**src/rtl/rv32i_pkg.sv**
```systemverilog
// Shared RV32I decode definitions: opcode constants, immediate-format enum,
// decode FSM state enum and a helper classifying opcodes that write rd.
package rv32i_pkg;

    localparam logic [6:0] OPC_LUI    = 7'b0110111;
    localparam logic [6:0] OPC_AUIPC  = 7'b0010111;
    localparam logic [6:0] OPC_JAL    = 7'b1101111;
    localparam logic [6:0] OPC_JALR   = 7'b1100111;
    localparam logic [6:0] OPC_BRANCH = 7'b1100011;
    localparam logic [6:0] OPC_LOAD   = 7'b0000011;
    localparam logic [6:0] OPC_STORE  = 7'b0100011;
    localparam logic [6:0] OPC_OP_IMM = 7'b0010011;
    localparam logic [6:0] OPC_OP     = 7'b0110011;
    localparam logic [6:0] OPC_FENCE  = 7'b0001111;
    localparam logic [6:0] OPC_SYSTEM = 7'b1110011;

    typedef enum logic [2:0] {
        FMT_I,
        FMT_S,
        FMT_B,
        FMT_U,
        FMT_J,
        FMT_NONE
    } imm_fmt_e;

    typedef enum logic [2:0] {
        ST_IDLE,
        ST_ALIGN,
        ST_READ,
        ST_CAPT,
        ST_HOLD
    } dec_state_e;

    // Opcodes whose result lands in rd; anything else (incl. illegal) never writes.
    function automatic logic writes_rd(input logic [6:0] opc);
        case (opc)
            OPC_OP, OPC_OP_IMM, OPC_LOAD, OPC_LUI,
            OPC_AUIPC, OPC_JAL, OPC_JALR: writes_rd = 1'b1;
            default:                      writes_rd = 1'b0;
        endcase
    endfunction

endpackage

```
**src/rtl/imm_gen.sv**
```systemverilog
// Combinational immediate generator: classifies the instruction format from
// the opcode and builds the sign-extended 32-bit immediate (0 for R-type and
// unknown opcodes).
module imm_gen
    import rv32i_pkg::*;
(
    input  logic [31:0] instr,
    output imm_fmt_e    fmt,
    output logic [31:0] imm
);

    logic signed [31:0] imm_s;

    // Map opcode to immediate format.
    always_comb begin
        fmt = FMT_NONE;
        case (instr[6:0])
            OPC_OP_IMM, OPC_LOAD, OPC_JALR,
            OPC_FENCE, OPC_SYSTEM:       fmt = FMT_I;
            OPC_STORE:                   fmt = FMT_S;
            OPC_BRANCH:                  fmt = FMT_B;
            OPC_LUI, OPC_AUIPC:          fmt = FMT_U;
            OPC_JAL:                     fmt = FMT_J;
            default:                     fmt = FMT_NONE;
        endcase
    end

    // Assemble the immediate bits for the selected format; instr[31] is the sign.
    always_comb begin
        imm_s = '0;
        case (fmt)
            FMT_I: imm_s = {{20{instr[31]}}, instr[31:20]};
            FMT_S: imm_s = {{20{instr[31]}}, instr[31:25], instr[11:7]};
            FMT_B: imm_s = {{19{instr[31]}}, instr[31], instr[7],
                            instr[30:25], instr[11:8], 1'b0};
            FMT_U: imm_s = {instr[31:12], 12'b0};
            FMT_J: imm_s = {{11{instr[31]}}, instr[31], instr[19:12],
                            instr[20], instr[30:21], 1'b0};
            default: imm_s = '0;
        endcase
    end

    assign imm = imm_s;

endmodule

```
**src/rtl/decode_stage.sv**
```systemverilog
// RV32I decode / operand-fetch stage. Accepts one instruction from fetch,
// drives rs1/rs2 to the two-phase register file, waits for its read slot
// (capture at a phase==0 edge, data valid one edge later), then presents the
// decoded bundle to execute until it is accepted.
// Optional feature: define DECODE_BYPASS_EN to add the wb_* writeback bypass
// ports; without it operands come only from the register file and the issue
// controller must stall read-after-write hazards.
module decode_stage
    import rv32i_pkg::*;
(
    input  logic        clk,
    input  logic        rst_n,
    input  logic        flush,
    input  logic        in_valid,
    output logic        in_ready,
    input  logic [31:0] in_instr,
    input  logic [31:0] in_pc,
    output logic [4:0]  rf_rs1,
    output logic [4:0]  rf_rs2,
    input  logic [31:0] rf_rs1_v,
    input  logic [31:0] rf_rs2_v,
    output logic        out_valid,
    input  logic        out_ready,
    output logic [31:0] out_pc,
    output logic [31:0] out_op1,
    output logic [31:0] out_op2,
    output logic [31:0] out_imm,
    output logic [4:0]  out_rd,
    output logic        out_rd_we,
    output logic [6:0]  out_opcode,
    output logic [2:0]  out_funct3,
    output logic        out_funct7b5,
    output logic        out_illegal
`ifdef DECODE_BYPASS_EN
    ,
    input  logic        wb_we,
    input  logic [4:0]  wb_rd,
    input  logic [31:0] wb_v
`endif
);

    dec_state_e  state, state_nx;
    logic        phase;
    logic        accept;
    logic        capt;
    logic [31:0] instr_p0;
    logic [31:0] pc_p0;
    logic [4:0]  rs1_p0;
    logic [4:0]  rs2_p0;
    logic [31:0] op1_nx;
    logic [31:0] op2_nx;
    imm_fmt_e    fmt_p0;
    logic [31:0] imm_p0;

    assign rs1_p0 = instr_p0[19:15];
    assign rs2_p0 = instr_p0[24:20];

    imm_gen u_imm_gen (
        .instr (instr_p0),
        .fmt   (fmt_p0),
        .imm   (imm_p0)
    );

    // Local copy of the register file's read/write phase; flush leaves it alone.
    always_ff @(posedge clk or negedge rst_n) begin
        if (!rst_n) phase <= 1'b1;
        else        phase <= ~phase;
    end

    // FSM state register.
    always_ff @(posedge clk or negedge rst_n) begin
        if (!rst_n) state <= ST_IDLE;
        else        state <= state_nx;
    end

    // Next-state logic; flush overrides everything and returns to IDLE.
    always_comb begin
        state_nx = state;
        accept   = 1'b0;
        capt     = 1'b0;
        if (flush) begin
            state_nx = ST_IDLE;
        end else begin
            case (state)
                ST_IDLE: begin
                    if (in_valid) begin
                        accept   = 1'b1;
                        state_nx = ST_ALIGN;
                    end
                end
                ST_ALIGN: if (!phase) state_nx = ST_READ;
                ST_READ:  state_nx = ST_CAPT;
                ST_CAPT: begin
                    capt     = 1'b1;
                    state_nx = ST_HOLD;
                end
                ST_HOLD:  if (out_ready) state_nx = ST_IDLE;
                default:  state_nx = ST_IDLE;
            endcase
        end
    end

    assign in_ready  = (state == ST_IDLE);
    assign out_valid = (state == ST_HOLD);

    // Operand select: rf data, optional writeback override, x0 forced to zero.
    always_comb begin
        op1_nx = rf_rs1_v;
        op2_nx = rf_rs2_v;
`ifdef DECODE_BYPASS_EN
        if (wb_we && (wb_rd != 5'd0) && (wb_rd == rs1_p0)) op1_nx = wb_v;
        if (wb_we && (wb_rd != 5'd0) && (wb_rd == rs2_p0)) op2_nx = wb_v;
`endif
        if (rs1_p0 == 5'd0) op1_nx = '0;
        if (rs2_p0 == 5'd0) op2_nx = '0;
    end

    // ---- stage p0: latch the accepted instruction and drive rf addresses ----
    always_ff @(posedge clk or negedge rst_n) begin
        if (!rst_n) begin
            instr_p0 <= '0;
            pc_p0    <= '0;
            rf_rs1   <= '0;
            rf_rs2   <= '0;
        end else if (accept) begin
            instr_p0 <= in_instr;
            pc_p0    <= in_pc;
            rf_rs1   <= in_instr[19:15];
            rf_rs2   <= in_instr[24:20];
        end
    end

    // ---- stage p1: capture operands and decoded fields into the bundle ----
    always_ff @(posedge clk or negedge rst_n) begin
        if (!rst_n) begin
            out_pc       <= '0;
            out_op1      <= '0;
            out_op2      <= '0;
            out_imm      <= '0;
            out_rd       <= '0;
            out_rd_we    <= 1'b0;
            out_opcode   <= '0;
            out_funct3   <= '0;
            out_funct7b5 <= 1'b0;
            out_illegal  <= 1'b0;
        end else if (capt) begin
            out_pc       <= pc_p0;
            out_op1      <= op1_nx;
            out_op2      <= op2_nx;
            out_imm      <= imm_p0;
            out_rd       <= instr_p0[11:7];
            out_rd_we    <= writes_rd(instr_p0[6:0]) && (instr_p0[11:7] != 5'd0);
            out_opcode   <= instr_p0[6:0];
            out_funct3   <= instr_p0[14:12];
            out_funct7b5 <= instr_p0[30];
            out_illegal  <= (fmt_p0 == FMT_NONE) && (instr_p0[6:0] != OPC_OP);
        end
    end

endmodule

```
**config.mk**
```make
export PLATFORM = sky130hd
export DESIGN_NAME = decode_stage
export DESIGN_NICKNAME = d
export VERILOG_FILES = /design/src/rtl/rv32i_pkg.sv /design/src/rtl/imm_gen.sv /design/src/rtl/decode_stage.sv
export SDC_FILE = /design/constraint.sdc
export NUM_CORES = 1
export LEC_CHECK = 0
export ABC_AREA = 0
export CAP_MARGIN = 5
export CORE_UTILIZATION = 50
export DETAILED_ROUTE_END_ITERATION = 10
export PLACE_DENSITY = 0.85
export SLEW_MARGIN = 20
export SYNTH_ARGS = -nofsm -noshare
export SYNTH_HDL_FRONTEND = slang
export SYNTH_HIERARCHICAL = 1
export SYNTH_SLANG_ARGS = --single-unit
```
**constraint.sdc**
```tcl
create_clock -name clk -period 4.6 [get_ports clk]
set_clock_uncertainty 0.2 [all_clocks]
set_input_delay 0.92 -clock clk [delete_from_list [all_inputs] [get_ports clk]]
set_output_delay 0.92 -clock clk [all_outputs]
set_load 0.01 [all_outputs]
```
==> out/metrics.yaml <==
timing:
  fin_crit_sh_pct: 65.26
  slew-limit-headroom_pct: 33.72
  rsz0062_at_grt: "false"
  slew_violations: 0
  fmax_mhz: 333.1
  fin_crit_ps: 3002
  tightest_slew_ps: 994.3
  setup_viol: 0
  setup_tns_ps: 0
  whs_ps: 214.9
  hold_viol: 0
clock_network:
  max-clock-path-buffers: 3
  cts_tree: "yes"
  clock-sinks: 214
  h-tree-depth: 1
  clk_latency_ps: 490
  cts.clk_slew.worst_paths_ps: 60
  cts-resized-gates: 0
  numCtsBuffers: 22
  root_buffer: "clkbuf_16"
  cts_setup_buffers: 0
  cts_hold_buf: 0
job:
  maxCapViolations: 0
setup_path:
  rr_worst_depth: 7
  crit_path_end_kind: "output port"
  cp.required_ps: 3480
  r2r-start: "instr_p0[2]$_DFFE_PN0P_"
  cpMaxStageDelayCell: "clkdlybuf4s50_1"
  path_buf_inv: 1
  start_kind: "register"
  worst-path-max-fanout: 9
  crit_type: "reg -> out"
  crit_path_cell_trace: "nor2_4, and2_1, clkdlybuf4s50_1"
  cp.arrival_ps: 1880
  r2r_end: "out_illegal$_DFFE_PN0P_"
  slowest_delay_ps: 540
  cp_top_family: "buffers and inverters"
  reg2reg_setup_slack_ps: 1910
logic_synthesis:
  yosysMostFrequentCell: "nand2_1"
  syn_nets: 1049
  synth-xor-area-share_pct: 0.09153
  synthDominantCellAreaShare_pct: 55.70
  synth_cell_types: 56
  synth_commonest_cells: "nand2_1 (388), dfrtp_1 (213), o21ai_2 (61), mux2_4 (60), buf_2 (22)"
  synth_area_leaders: "dfrtp_1 (56%), nand2_1 (15%), mux2_4 (9.4%)"
  muxShareOfSynthArea_pct: 9.885
  synth_compound_area_share_pct: 9.440
  synthAdderAreaFrac_pct: 0.1046
  synth_edf_count: 0
  synth_top_area_cell: "dfrtp_1"
  synth_cells: 916
  ys_seq_elements: 214
  synth-warning-count: 6
  async_reset_ff_share_pct: 100.0
  syn-cell-area_um2: 9569
  ys_seq_area_share_pct: 55.98
  syn_area_per_cell_um2: 10.45
  synth_top_flop_cell: "dfrtp_1"
  synth_top_family_by_area: "simple AND/OR/NAND/NOR gates"
  synthSimpleGateAreaFrac_pct: 19.47
floorplanning:
  rows: 50
  die_w_um: 140.3
  dieArea_um2: 19700
  ios: 291
  core_area_um2: 18710
  initial_utilization_pct: 51.16
  die_height_um: 140.3
cells_and_area:
  finish.utilization_pct: 70.27
  drive_above_1_share_pct: 15.91
  syn2layout_area_growth_pct: 37.37
  finalNonFillerCells: 1423
  final_nets: 1309
  multi_input_area_um2: 3751
  nFillCells: 1353
  regArea_um2: 5356
pwr:
  ir_worst_vdd_v: 0.0003243
  powerDensity_nw_per_um2: 478.8
  power_mw: 6.293
  power_leakage_nw: 6.141
routing:
  drc_errors: 0
  first_iter_violations: 472
  routed_wl_mm: 25.42
  routedWlPerCell_um: 17.86
  postRouteAntennaNets: 0
  vias: 7467
  via_per_inst: 5.247
  first_pass_iters: 5
grt:
  grt_usage_pct: 26.11
  grt_pass1_wl_mm: 40.53
  grt-ovfl-total: 0
  grt_max_degree: 97
  grt_pass1_vias: 7462
  antenna_found_initial: 1
place:
  io_buffers: 290
  place.gp.congestion: 0.8354
  hpwlAfterDp_mm: 16.96
  numPlacedInstances: 1386
min_path:
  holdCritPathClass: "in -> async"
run_status:
  status: "finished clean"
[worst max-delay path by stage]
stage | start | end | slack [ps] | cells past startpoint
2_1_floorplan | instr_p0[4]$_DFFE_PN0P_ | out_illegal$_DFFE_PN0P_ | 2460 | 8
3_3_place_gp | flush | pc_p0[21]$_DFFE_PN0P_ | 1270 | 5
3_5_place_dp | flush | instr_p0[28]$_DFFE_PN0P_ | 1190 | 5
4_1_cts | state[0]$_DFFE_PN0P_ | out_valid | 1570 | 3
5_1_grt | state[0]$_DFFE_PN0P_ | out_valid | 1510 | 3
6_report | state[0]$_DFFE_PN0P_ | out_valid | 1600 | 3
[logic make-up after synthesis]
logic type	Yosys count
buf+inv	73
xor+xnor	1
simple gates	444
mux	64
compound gates	119
flops	214
fa+ha+maj	1
[per-layer routing]
layer	track usage, %	wire length (um)	vias up
met5	0	0	-
met4	10.24	819	0
met3	4.786	1760	54
met2	44.45	12660	314
met1	33.08	10180	3594
li1	-	-	3505
[sequential cells by signal, indices dropped and copies added, names as in the netlist, 3 cells and up]
signal      count
instr_p0       24
out_funct3      3
out_imm        32
out_op1        32
out_op2        32
out_opcode      7
out_pc         32
out_rd          5
pc_p0          32
rf_rs1          4
rf_rs2          4
state           3
[layout by cell type, fill, tap and decap left out, types with 9 or more instances in the layout]
cell type        Yosys  layout
nand2_1            388     388
clkdlybuf4s50_1      0     289
dfrtp_1            213     213
o21ai_2             61      61
mux2_4              60      60
clkbuf_16            0      23
o21ai_0             17      17
a21oi_1             11      11
and2_1               9       9
buf_4               18       9
o2bb2ai_1            9       9
[where the power goes]
| part | switching [mW] | internal [mW] |
|---|---|---|
| logic | 0.791 | 1.09 |
| registers | 0.352 | 2.34 |
| clock network | 0.699 | 1.02 |
[stage by stage]
stage / setup WS [ps] / area (um2)
global route: 1511 / 13150
finish: 1598 / 13150
floorplan: 2463 / 9569
CTS: 1572 / 13140
detailed placement: 1186 / 12450
global placement: 1267 / 12450
[layout make-up]
cell class                 instances  share of cell area, %
multi-input combinational        629                  28.54
sequential                       214                  40.75
clock buffer                      34                  5.226
clock inverter                     2                0.07615
timing repair buffer             301                  22.94
tap                              234                  2.227
inverter                           8                 0.2284
antenna                            1                0.01904
[worst register-to-register path, stage by stage (launching register included)]
cell	delay [ps]
dfrtp_1	590
nor2_1	470
o21ai_0	200
a31oi_1	530
o21ai_0	180
nand2_1	90
nor3_1	60
a22o_1	250
(Power assumes the default switching activity.)
